==> src/rtl/pc_gen_unit.sv <==
// Program-counter generator for a fetch/decode front end.
// It tracks the IF fetch address and the PC of the instruction in ID.
// It resolves exception, eret, branch and jump redirects by fixed priority.
// A redirect that arrives during a stall is buffered until the stall releases.
// A redirect target that is not STEP-aligned is diverted to the exception vector.
module pc_gen_unit #(
  parameter int unsigned      WIDTH        = 32,
  parameter logic [WIDTH-1:0] RESET_VECTOR = 'h0040_0000,
  parameter logic [WIDTH-1:0] EXC_VECTOR   = 'h0040_0004,
  parameter int unsigned      STEP         = 4
) (
  input  logic             clk,
  input  logic             rst,
  input  logic             stall,
  input  logic             exc,
  input  logic             eret,
  input  logic             br_taken,
  input  logic [WIDTH-1:0] br_target,
  input  logic             jmp,
  input  logic [WIDTH-1:0] jmp_target,
  output logic [WIDTH-1:0] pc,
  output logic [WIDTH-1:0] pc_plus,
  output logic [WIDTH-1:0] id_pc,
  output logic             id_valid,
  output logic [WIDTH-1:0] epc,
  output logic             pending,
  output logic             misalign
);

  // Low address bits that must be zero for a STEP-aligned target (STEP is a power of two).
  localparam logic [WIDTH-1:0] ALIGN_MASK = WIDTH'(STEP - 1);

  typedef enum logic {S_RUN = 1'b0, S_HOLD = 1'b1} state_t;

  state_t           r_state;
  logic [WIDTH-1:0] r_pc;
  logic [WIDTH-1:0] r_id_pc;
  logic             r_id_valid;
  logic [WIDTH-1:0] r_epc;
  logic [WIDTH-1:0] r_ptgt;
  logic             r_misalign;

  logic             w_redir;
  logic [WIDTH-1:0] w_raw_tgt;
  logic             w_misal;
  logic [WIDTH-1:0] w_tgt;
  logic [WIDTH-1:0] w_pc_plus;

  // Select the non-exception redirect target by priority and screen it for alignment.
  always_comb begin
    w_redir   = eret | br_taken | jmp;
    w_raw_tgt = '0;
    if (eret)          w_raw_tgt = r_epc;
    else if (br_taken) w_raw_tgt = br_target;
    else if (jmp)      w_raw_tgt = jmp_target;
    // An exception in the same cycle wins, so misalignment is not reported then.
    w_misal   = w_redir && !exc && ((w_raw_tgt & ALIGN_MASK) != '0);
    w_tgt     = w_misal ? EXC_VECTOR : w_raw_tgt;
    w_pc_plus = r_pc + WIDTH'(STEP);
  end

  // RUN/HOLD state machine together with the PC, ID-slot, EPC and pending-target registers.
  always_ff @(posedge clk or posedge rst) begin
    if (rst) begin
      r_state    <= S_RUN;
      r_pc       <= RESET_VECTOR;
      r_id_pc    <= RESET_VECTOR;
      r_id_valid <= 1'b0;
      r_epc      <= '0;
      r_ptgt     <= '0;
      r_misalign <= 1'b0;
    end else begin
      r_misalign <= 1'b0;
      if (exc) begin
        // Exceptions ignore stall and flush any buffered redirect.
        r_pc       <= EXC_VECTOR;
        r_epc      <= r_id_pc;
        r_id_valid <= 1'b0;
        r_ptgt     <= '0;
        r_state    <= S_RUN;
      end else begin
        if (w_misal) begin
          r_misalign <= 1'b1;
          r_epc      <= w_raw_tgt;
          r_id_valid <= 1'b0;
        end
        if (stall) begin
          // Frozen: only capture a newly arriving redirect (latest one wins).
          if (w_redir) begin
            r_ptgt  <= w_tgt;
            r_state <= S_HOLD;
          end
        end else if (w_redir) begin
          r_pc       <= w_tgt;
          r_id_valid <= 1'b0;
          r_state    <= S_RUN;
        end else if (r_state == S_HOLD) begin
          r_pc       <= r_ptgt;
          r_id_valid <= 1'b0;
          r_state    <= S_RUN;
        end else begin
          r_pc       <= w_pc_plus;
          r_id_pc    <= r_pc;
          r_id_valid <= 1'b1;
        end
      end
    end
  end

  assign pc       = r_pc;
  assign pc_plus  = w_pc_plus;
  assign id_pc    = r_id_pc;
  assign id_valid = r_id_valid;
  assign epc      = r_epc;
  assign pending  = (r_state == S_HOLD);
  assign misalign = r_misalign;

endmodule

==> config.mk <==
export PLATFORM = sky130hd
export DESIGN_NAME = pc_gen_unit
export DESIGN_NICKNAME = d
export VERILOG_FILES = /design/src/rtl/pc_gen_unit.sv
export SDC_FILE = /design/constraint.sdc
export NUM_CORES = 1
export LEC_CHECK = 0
export CORE_MARGIN = 5
export CORE_UTILIZATION = 49
export CTS_CLUSTER_DIAMETER = 60
export DETAILED_ROUTE_END_ITERATION = 7
export PLACE_DENSITY = 0.84
export REMOVE_ABC_BUFFERS = 1
export SYNTH_ARGS = -nofsm -noshare
export SYNTH_HDL_FRONTEND = slang
export SYNTH_SLANG_ARGS = --single-unit
==> constraint.sdc <==
create_clock -name clk -period 6.8 [get_ports clk]
set_clock_uncertainty 0.05 [all_clocks]
set_input_delay 2.04 -clock clk [delete_from_list [all_inputs] [get_ports clk]]
set_output_delay 2.04 -clock clk [all_outputs]
set_load 0.01 [all_outputs]
# Word level (Yosys, flattened, before mapping)
# Index checks and enable logic that the tools add are counted.
# word_totals
in_bits	71
out_inout_bits	131
word_cells	49
regBits	131
# op_classes
addsub	1
n_reduce_logical	9
n_eq_ne	3
n_mux	23
bitwise	6
# ops
op	n
$mux W32	13
$add A32 B3 Y32 const B	1
$reduce_bool A32 Y1	1
$mux W1	10
$ne A3 B1 Y1 const B	2
$reduce_bool A2 Y1	3
$not A1 Y1	4
$reduce_and A4 Y1	1
$logic_and A1 B1 Y1	2
$ne A2 B1 Y1 const B	1
$or A1 B1 Y1	2
$reduce_and A2 Y1	1
$logic_not A1 Y1	1

# Logic depth before layout (Yosys ltp)
# Gate-level depths: netlist (run 1).
# depth
depth_word	9
mapped_depth	8

# Worst setup path before layout (run 1)
# OpenSTA, ideal clock, no wires.
# synth_timing
path_kind	register to output
start	register r_pc[2] (netlist: pc[2])
end	output port pc_plus[26]
setup_slack_ps	2534
arrival_time_ps	2176
required_time_ps	4710
path_stages_with_launch	7
path_buffers	1
cell_sequence	dfrtp_1 -> ha_1 -> nand4_2 -> or4_4 -> buf_6 -> o31a_1 -> or2_2
# synth_between
elab_chain_len	1
# synth_rtl
item	line_no	rtl
start: declaration	36	logic [WIDTH-1:0] r_pc;
start signal: assignment	94	r_pc <= w_tgt;
start signal: assignment	98	r_pc <= r_ptgt;
start signal: assignment	102	r_pc <= w_pc_plus;
$add A32 B3 Y32	59	w_pc_plus = r_pc + WIDTH'(STEP);
end: declaration	22	output logic [WIDTH-1:0] pc_plus,
# No other way between the ends.

# Worst setup path after layout (run 1)
# layout_timing
start	register r_pc[2] (netlist: pc[2])
end	output port pc_plus[30]
# Same word-level chain as after synthesis.

==> results.tsv, run 1 <==
metric	value	unit
global-route wire length before repair	34290	microns
Max FO, Critical Path	10	
routed wire length	21890	microns
Clock Tree Root	clkbuf_16	
reg2reg start	pending	
post-route cell area	9733	sq um
crit-path cells	ha_1, nand4_2, or4_4, o31a_1, or2_2, clkdlybuf4s50_1	
RSZ-0062 raised after global routing	no	
Post-synth top flop	dfrtp_1	
vias per cell	5.966	
slowest cell on the critical path	or4_4	
via count	6592	
synthesized-area fraction occupied by adder cells	0.001762	
Distinct cells, synth	65	
P_leak	4.088	nW
worst hold slack	0.4251	ns
Worst slew margin	0.2491	
Worst Hold Depth	2	
synth warn	0	
CP required	4.71	ns
fill count	1099	
clock-pin slew on the worst setup and hold paths	0.06	ns
mux contribution to synthesized area	0.09725	
Synth top cells by count	129 x dfrtp_1, 110 x nand2_1, 90 x o21ai_0	
Total Negative Setup Slacks	0	ns
Critical Path Start Type	flip-flop	
power per cell area	227.9	nW/um^2
Initial Util	0.4943	
hold path start	r_ptgt[6]	
core area	14370	sq um
final-report setup violation count	0	
initial antenna violation count	0	
post-synth design cell area	7102	sq um
count leader, synth	dfrtp_1	
R2R cell count	5	
DRT Pass-1 Iters	5	
GRT overflow	0	
Hold Fails Final Rpt	0	
routability cong.	0.8731	
Synth top area share	0.4545	
final worst path period share	0.7739	
IO buf count	201	
Mean Syn Cell Area	9.533	sq um
TritonCTS clock tree	yes	
largest net degree at the start of global routing	87	
later-pin clock latency in the skew report	0.42	ns
Die Y	130.4	microns
CTS buffer count	17	
Synth Register Bits	131	
Initial DRC Count	645	
RR Endpoint	pc[11]	
Synth area leader	dfrtp_1	
post-synthesis compound-gate area fraction	0.2095	
P&R area growth vs syn	37.05	%
HP Class	reg2reg	
Total GRT Usage	0.2574	
Async SR Flop Fraction	1.000	
Setup Crit Path Kind	reg2out	
r2r setup slk	3.78	ns
fin nets	980	
total power draw	0.002219	W
Post-synth EDFFs	0	
Boundary Pins	202	
Post-Synth XOR/XNOR Area	0.02713	
Worst-Margin Slew	1.124	ns
Area contributors post-synth	dfrtp_1 45%, o21ai_0 6.3%, nand2_1 5.8%	
die area	17000	sq um
maxcap violations	0	
largest family of logic cells by synthesized area	compound AO/OA/AOI/OAI gates	
clk sink count	131	
Die X	130.4	microns
vias in the first global route	6515	
Final Max Tran Viols	0	
status	complete, no violations	
Clock Tree Buf Depth	2	
CP peak stage delay	0.67	ns
ANT cells	0	
max frequency	0.1900	GHz
Peak supply drop	0.0001616	V
share of layout cells above drive strength 1	0.1021	
ANT nets after route	0	
cells resized by post-CTS repair	0	
synthesized instance count	745	
CP Capture Type	output port	
dpl cell area	9130	sq um
min Tclk post-route	5.263	ns
Simple-Gate Fraction of Synth Area	0.1580	
H-tree lvl count	4	
CP arrival	3.17	ns
wire length per cell	19.81	microns
Core Rows	44	
drc violations	0	
DP Wirelength	14720	microns
CTS Hold Buffers Added	0	
Hold EP	r_ptgt[6]	
Post-CTS Setup Bufs	0	
register area share after synthesis	0.4619	
per-stage QoR:
stage          std cells    util  worst slack, ns
2_1_floorplan        681       -          -0.6421
6_report            1105  0.6774            1.537
3_3_place_gp        1073  0.6354            1.914
4_1_cts             1105  0.6774            1.528
3_5_place_dp        1073  0.6354            1.799
5_1_grt             1105  0.6774            1.352
final cells by class:
| cell class | count | area [sq um] | share of cell area |
|---|---|---|---|
| clock buffers | 21 | 470.5 | 0.04834 |
| clock inverters | 11 | 132.6 | 0.01363 |
| inverters | 7 | 31.28 | 0.003214 |
| multi-input cells | 543 | 3538 | 0.3635 |
| flip-flops and latches | 131 | 3281 | 0.3371 |
| well taps | 184 | 230.2 | 0.02365 |
| repair buffers | 208 | 2049 | 0.2106 |
power breakdown:
part           internal [W]  leakage (nW)  switching [W]  total [W]
Sequential         0.000831          1.78      0.0000500   0.000881
Combinational      0.000202          2.01       0.000201   0.000402
Clock              0.000601         0.302       0.000335   0.000935
worst max-delay path by stage:
stage | start | end | cells after the start
after floorplan | br_target[0] | r_ptgt[12] | 5
after global placement | br_taken | r_ptgt[26] | 7
after detailed placement | br_taken | r_ptgt[18] | 7
after CTS | pc[2] | pc_plus[30] | 6
after global routing | pc[2] | pc_plus[30] | 6
final | pc[2] | pc_plus[30] | 6
per-layer routing:
metal	track usage	up-vias	wire (microns)
met5	0	-	0
met4	0.08046	0	328
met3	0.06748	24	1920
met2	0.4276	301	10650
met1	0.3322	3208	8984
li1	-	3059	-
cells in the final DEF (no fill, tap or decap), types with 4 or more instances in the layout:
cell type        count
a22oi_1             29
and2_1               7
nand2_1            110
clkinv_2             7
mux2_2              28
xor2_1              10
nor4_1               7
o21ai_0             90
buf_4                7
nor3_1               4
a21oi_1             16
o31ai_1              9
mux2i_1             33
xnor2_1             12
nor3_2               4
nand2b_1             6
nand4_1              7
nor2b_1              4
a22o_1              29
clkdlybuf4s50_1    198
a221o_1              7
o31a_1               4
clkbuf_16           17
o21ai_1              4
and3_1               4
nor2_1              34
or2_2                5
nand3_1             19
a221oi_1             7
inv_1                5
mux2_1               4
dfrtp_1            129
a32oi_1              9
flip-flops by register name (all words and copies together), names as in the netlist:
signal,count
misalign,1
pc,32
pending,1
id_valid,1
epc,32
r_ptgt,32
id_pc,32
cell families (layout without fill, tap and decap cells):
kind of cell | after synthesis | in the layout
xor gates and xnor gates | 22 | 22
adders and majority gates | 1 | 1
AOI/OAI and AO/OA | 223 | 223
muxes | 65 | 65
DFF | 131 | 131
and+or+nand+nor | 232 | 232
buffers and inverters | 71 | 247
worst max-delay path: cells and delay by family (launching register included):
kind                     cells  cell delay [ns]
flip-flops                   1             0.42
buffers and inverters        1             0.49
AND/OR/NAND/NOR              3             1.18
adder cells (fa/ha/maj)      1             0.32
AO/OA/AOI/OAI                1             0.34
Note: power is estimated with default switching activity, not from simulation.
==> inputs of run 2 (changes only) <==
CORE_UTILIZATION = 44   (was 49)
PLACE_DENSITY = 0.8   (was 0.84)
clock period = 4.3 ns   (was 6.8 ns; I/O delays follow)
==> run 2 against run 1 <==
  * Non-clock buffer count rose by 21
  * Flip-flop and latch count unchanged
  * Sequential power increased by 58%
  * Sequential share of layout area decreased by 0.85 points
==> results.tsv, run 2 (synthesis results as in run 1) <==
metric	value	unit	change
final-report setup violation count	0		unchanged
share of layout cells above drive strength 1	0.1307		+0.02865
post-route core utilization	0.6295		-0.04789
setup ws final	0.06304	ns	-1.474 ns
HP Class	reg2reg		
initial antenna violation count	0		unchanged
Die Y	137.0	microns	+5.1%
total power draw	0.003460	W	+56%
P&R area growth vs syn	40.80	%	
P_leak	4.218	nW	+3.2%
DP Wirelength	16060	microns	+9.1%
Max FO, Critical Path	7		-3
Final Max Tran Viols	0		unchanged
CP arrival	2.90	ns	-0.27 ns
top sig layer	met4		
Die X	137.0	microns	+5.1%
drc violations	0		unchanged
met3 routed WL	1760	microns	-8.3%
clk sink count	131		unchanged
maxcap violations	0		unchanged
CTS buffer count	17		unchanged
Setup Crit Path Kind	reg2out		
wire length per cell	19.98	microns	+0.88%
final worst path period share	0.9853		
via count	6685		+1.4%
worst hold slack	0.4230	ns	-0.002122 ns
power per cell area	346.0	nW/um^2	+52%
Total GRT Usage	0.2436		-0.01375
Boundary Pins	202		unchanged
Clock Tree Root	clkbuf_16		
fin nets	1002		+2.2%
Critical Path Start Type	flip-flop		
TritonCTS clock tree	yes		
storage element area	3286	sq um	+0.15%
core area	15890	sq um	+11%
area of the multi-input gates	3601	sq um	+1.8%
die area	18780	sq um	+10%
vias in the first global route	6615		+1.5%
commonest non-fill, non-tap cell in the layout	clkdlybuf4s50_1		
max frequency	0.2360	GHz	
GRT overflow	0		unchanged
Core Rows	46		+4.5%
later-pin clock latency in the skew report	0.42	ns	about the same
Initial Util	0.4471		-0.04718
DRT Pass-1 Iters	5		unchanged
routability cong.	0.8777		+0.53%
Hold Fails Final Rpt	0		unchanged
Peak supply drop	0.0003058	V	+89%
largest net degree at the start of global routing	67		-23%
IO buf count	201		unchanged
WL met2	11250	microns	+5.6%
M1 wire length	9639	microns	+7.3%
status	complete, no violations		
Initial DRC Count	599		-7.1%
global-route wire length before repair	35630	microns	+3.9%
CP Capture Type	output port		
Clock Tree Buf Depth	2		unchanged
H-tree lvl count	4		unchanged
Worst slew margin	0.4012		+0.1522
vias per cell	5.778		-3.1%
routed wire length	23120	microns	+5.6%
CP required	2.96	ns	-1.75 ns
fill count	1341		+22%
ANT nets after route	0		unchanged
clock-pin slew on the worst setup and hold paths	0.06	ns	about the same
Worst-Margin Slew	0.8907	ns	-0.2331 ns
most frequent cells in the layout	196 x clkdlybuf4s50_1, 125 x dfrtp_1, 110 x nand2_1, 90 x o21ai_0, 34 x nor2_1		
CTS Hold Buffers Added	0		unchanged
ANT cells	0		unchanged
min Tclk post-route	4.237	ns	
Post-Place Worst Slack	0.2117	ns	-1.587 ns
==> run 2: cell count changes in the layout (fill, tap and decap cells not counted), sizes merged <==
| cell | change |
|---|---|
| buf | +21 |
| bufinv | -2 |
| clkbuf | +5 |
| clkdlybuf4s50 | -2 |
| clkinv | -4 |
| clkinvlp | -1 |
| dlymetal6s2s | +2 |
| or4 | +1 |
==> run 2: report_power, final <==
part	switching, W	internal (W)	total, W	leakage [nW]
Combinational	0.000328	0.000333	0.000661	2.16
Sequential	0.0000789	0.00131	0.00139	1.77
Clock	0.000512	0.000894	0.00141	0.288
==> run 2: cell type report <==
class	instances	area share
well taps	216	0.02703
clock buffers	26	0.05293
multi-input cells	544	0.3601
flip-flops and latches	131	0.3286
clock inverters	4	0.004505
inverters	7	0.003128
repair buffers	229	0.2237
==> run 2: path summary, 6_finish.rpt <==
path / start / endpoint / slack [ns] / cells past startpoint
max in group asynchronous: rst / r_ptgt[19] / 2.17 / 3
hold reg to reg: r_ptgt[9] / r_ptgt[9] / 0.42 / 2
min in group asynchronous: rst / epc[3] / 1.29 / 2
hold / removal: r_ptgt[9] / r_ptgt[9] / 0.42 / 2
setup reg to reg: pc[13] / pc[28] / 1.81 / 6
setup / recovery: pc[13] / pc_plus[30] / 0.06 / 5
==> run 2: metal layers <==
layer | up-vias | track usage
li1 | 3103 | -
met1 | 3277 | 0.3169
met2 | 265 | 0.3978
met3 | 40 | 0.06507
met4 | 0 | 0.07594
met5 | - | 0
==> run 2: repair_timing <==
action,CTS,global route
endpoints found under the setup margin,6,7
resized for setup,3,12
pin swaps,1,0
gates cloned,0,1
setup buffers,1,1
==> run 2: critical path, stage by stage (launching register included) <==
cell             delay (ns)
dfrtp_1                0.50
nand2_1                0.20
or4_4                  0.65
o31a_1                 0.34
or2_2                  0.30
clkdlybuf4s50_1        0.49
==> run 2: stage by stage <==
step	cells	setup TNS [ns]	area (sq um)
floorplan	681	-223.46	6813
global placement	1124	0	9338
detailed placement	1124	0	9338
CTS	1155	0	9933
global route	1157	-0.002437	10000
finish	1157	0	10000
==> inputs of run 3 (changes only) <==
GPL_ROUTABILITY_DRIVEN = 0   (was unset)
SLEW_MARGIN = 20   (was unset)
==> results of run 3 <==
Same layout as run 2: the final DEF is identical, and so are final timing and power.
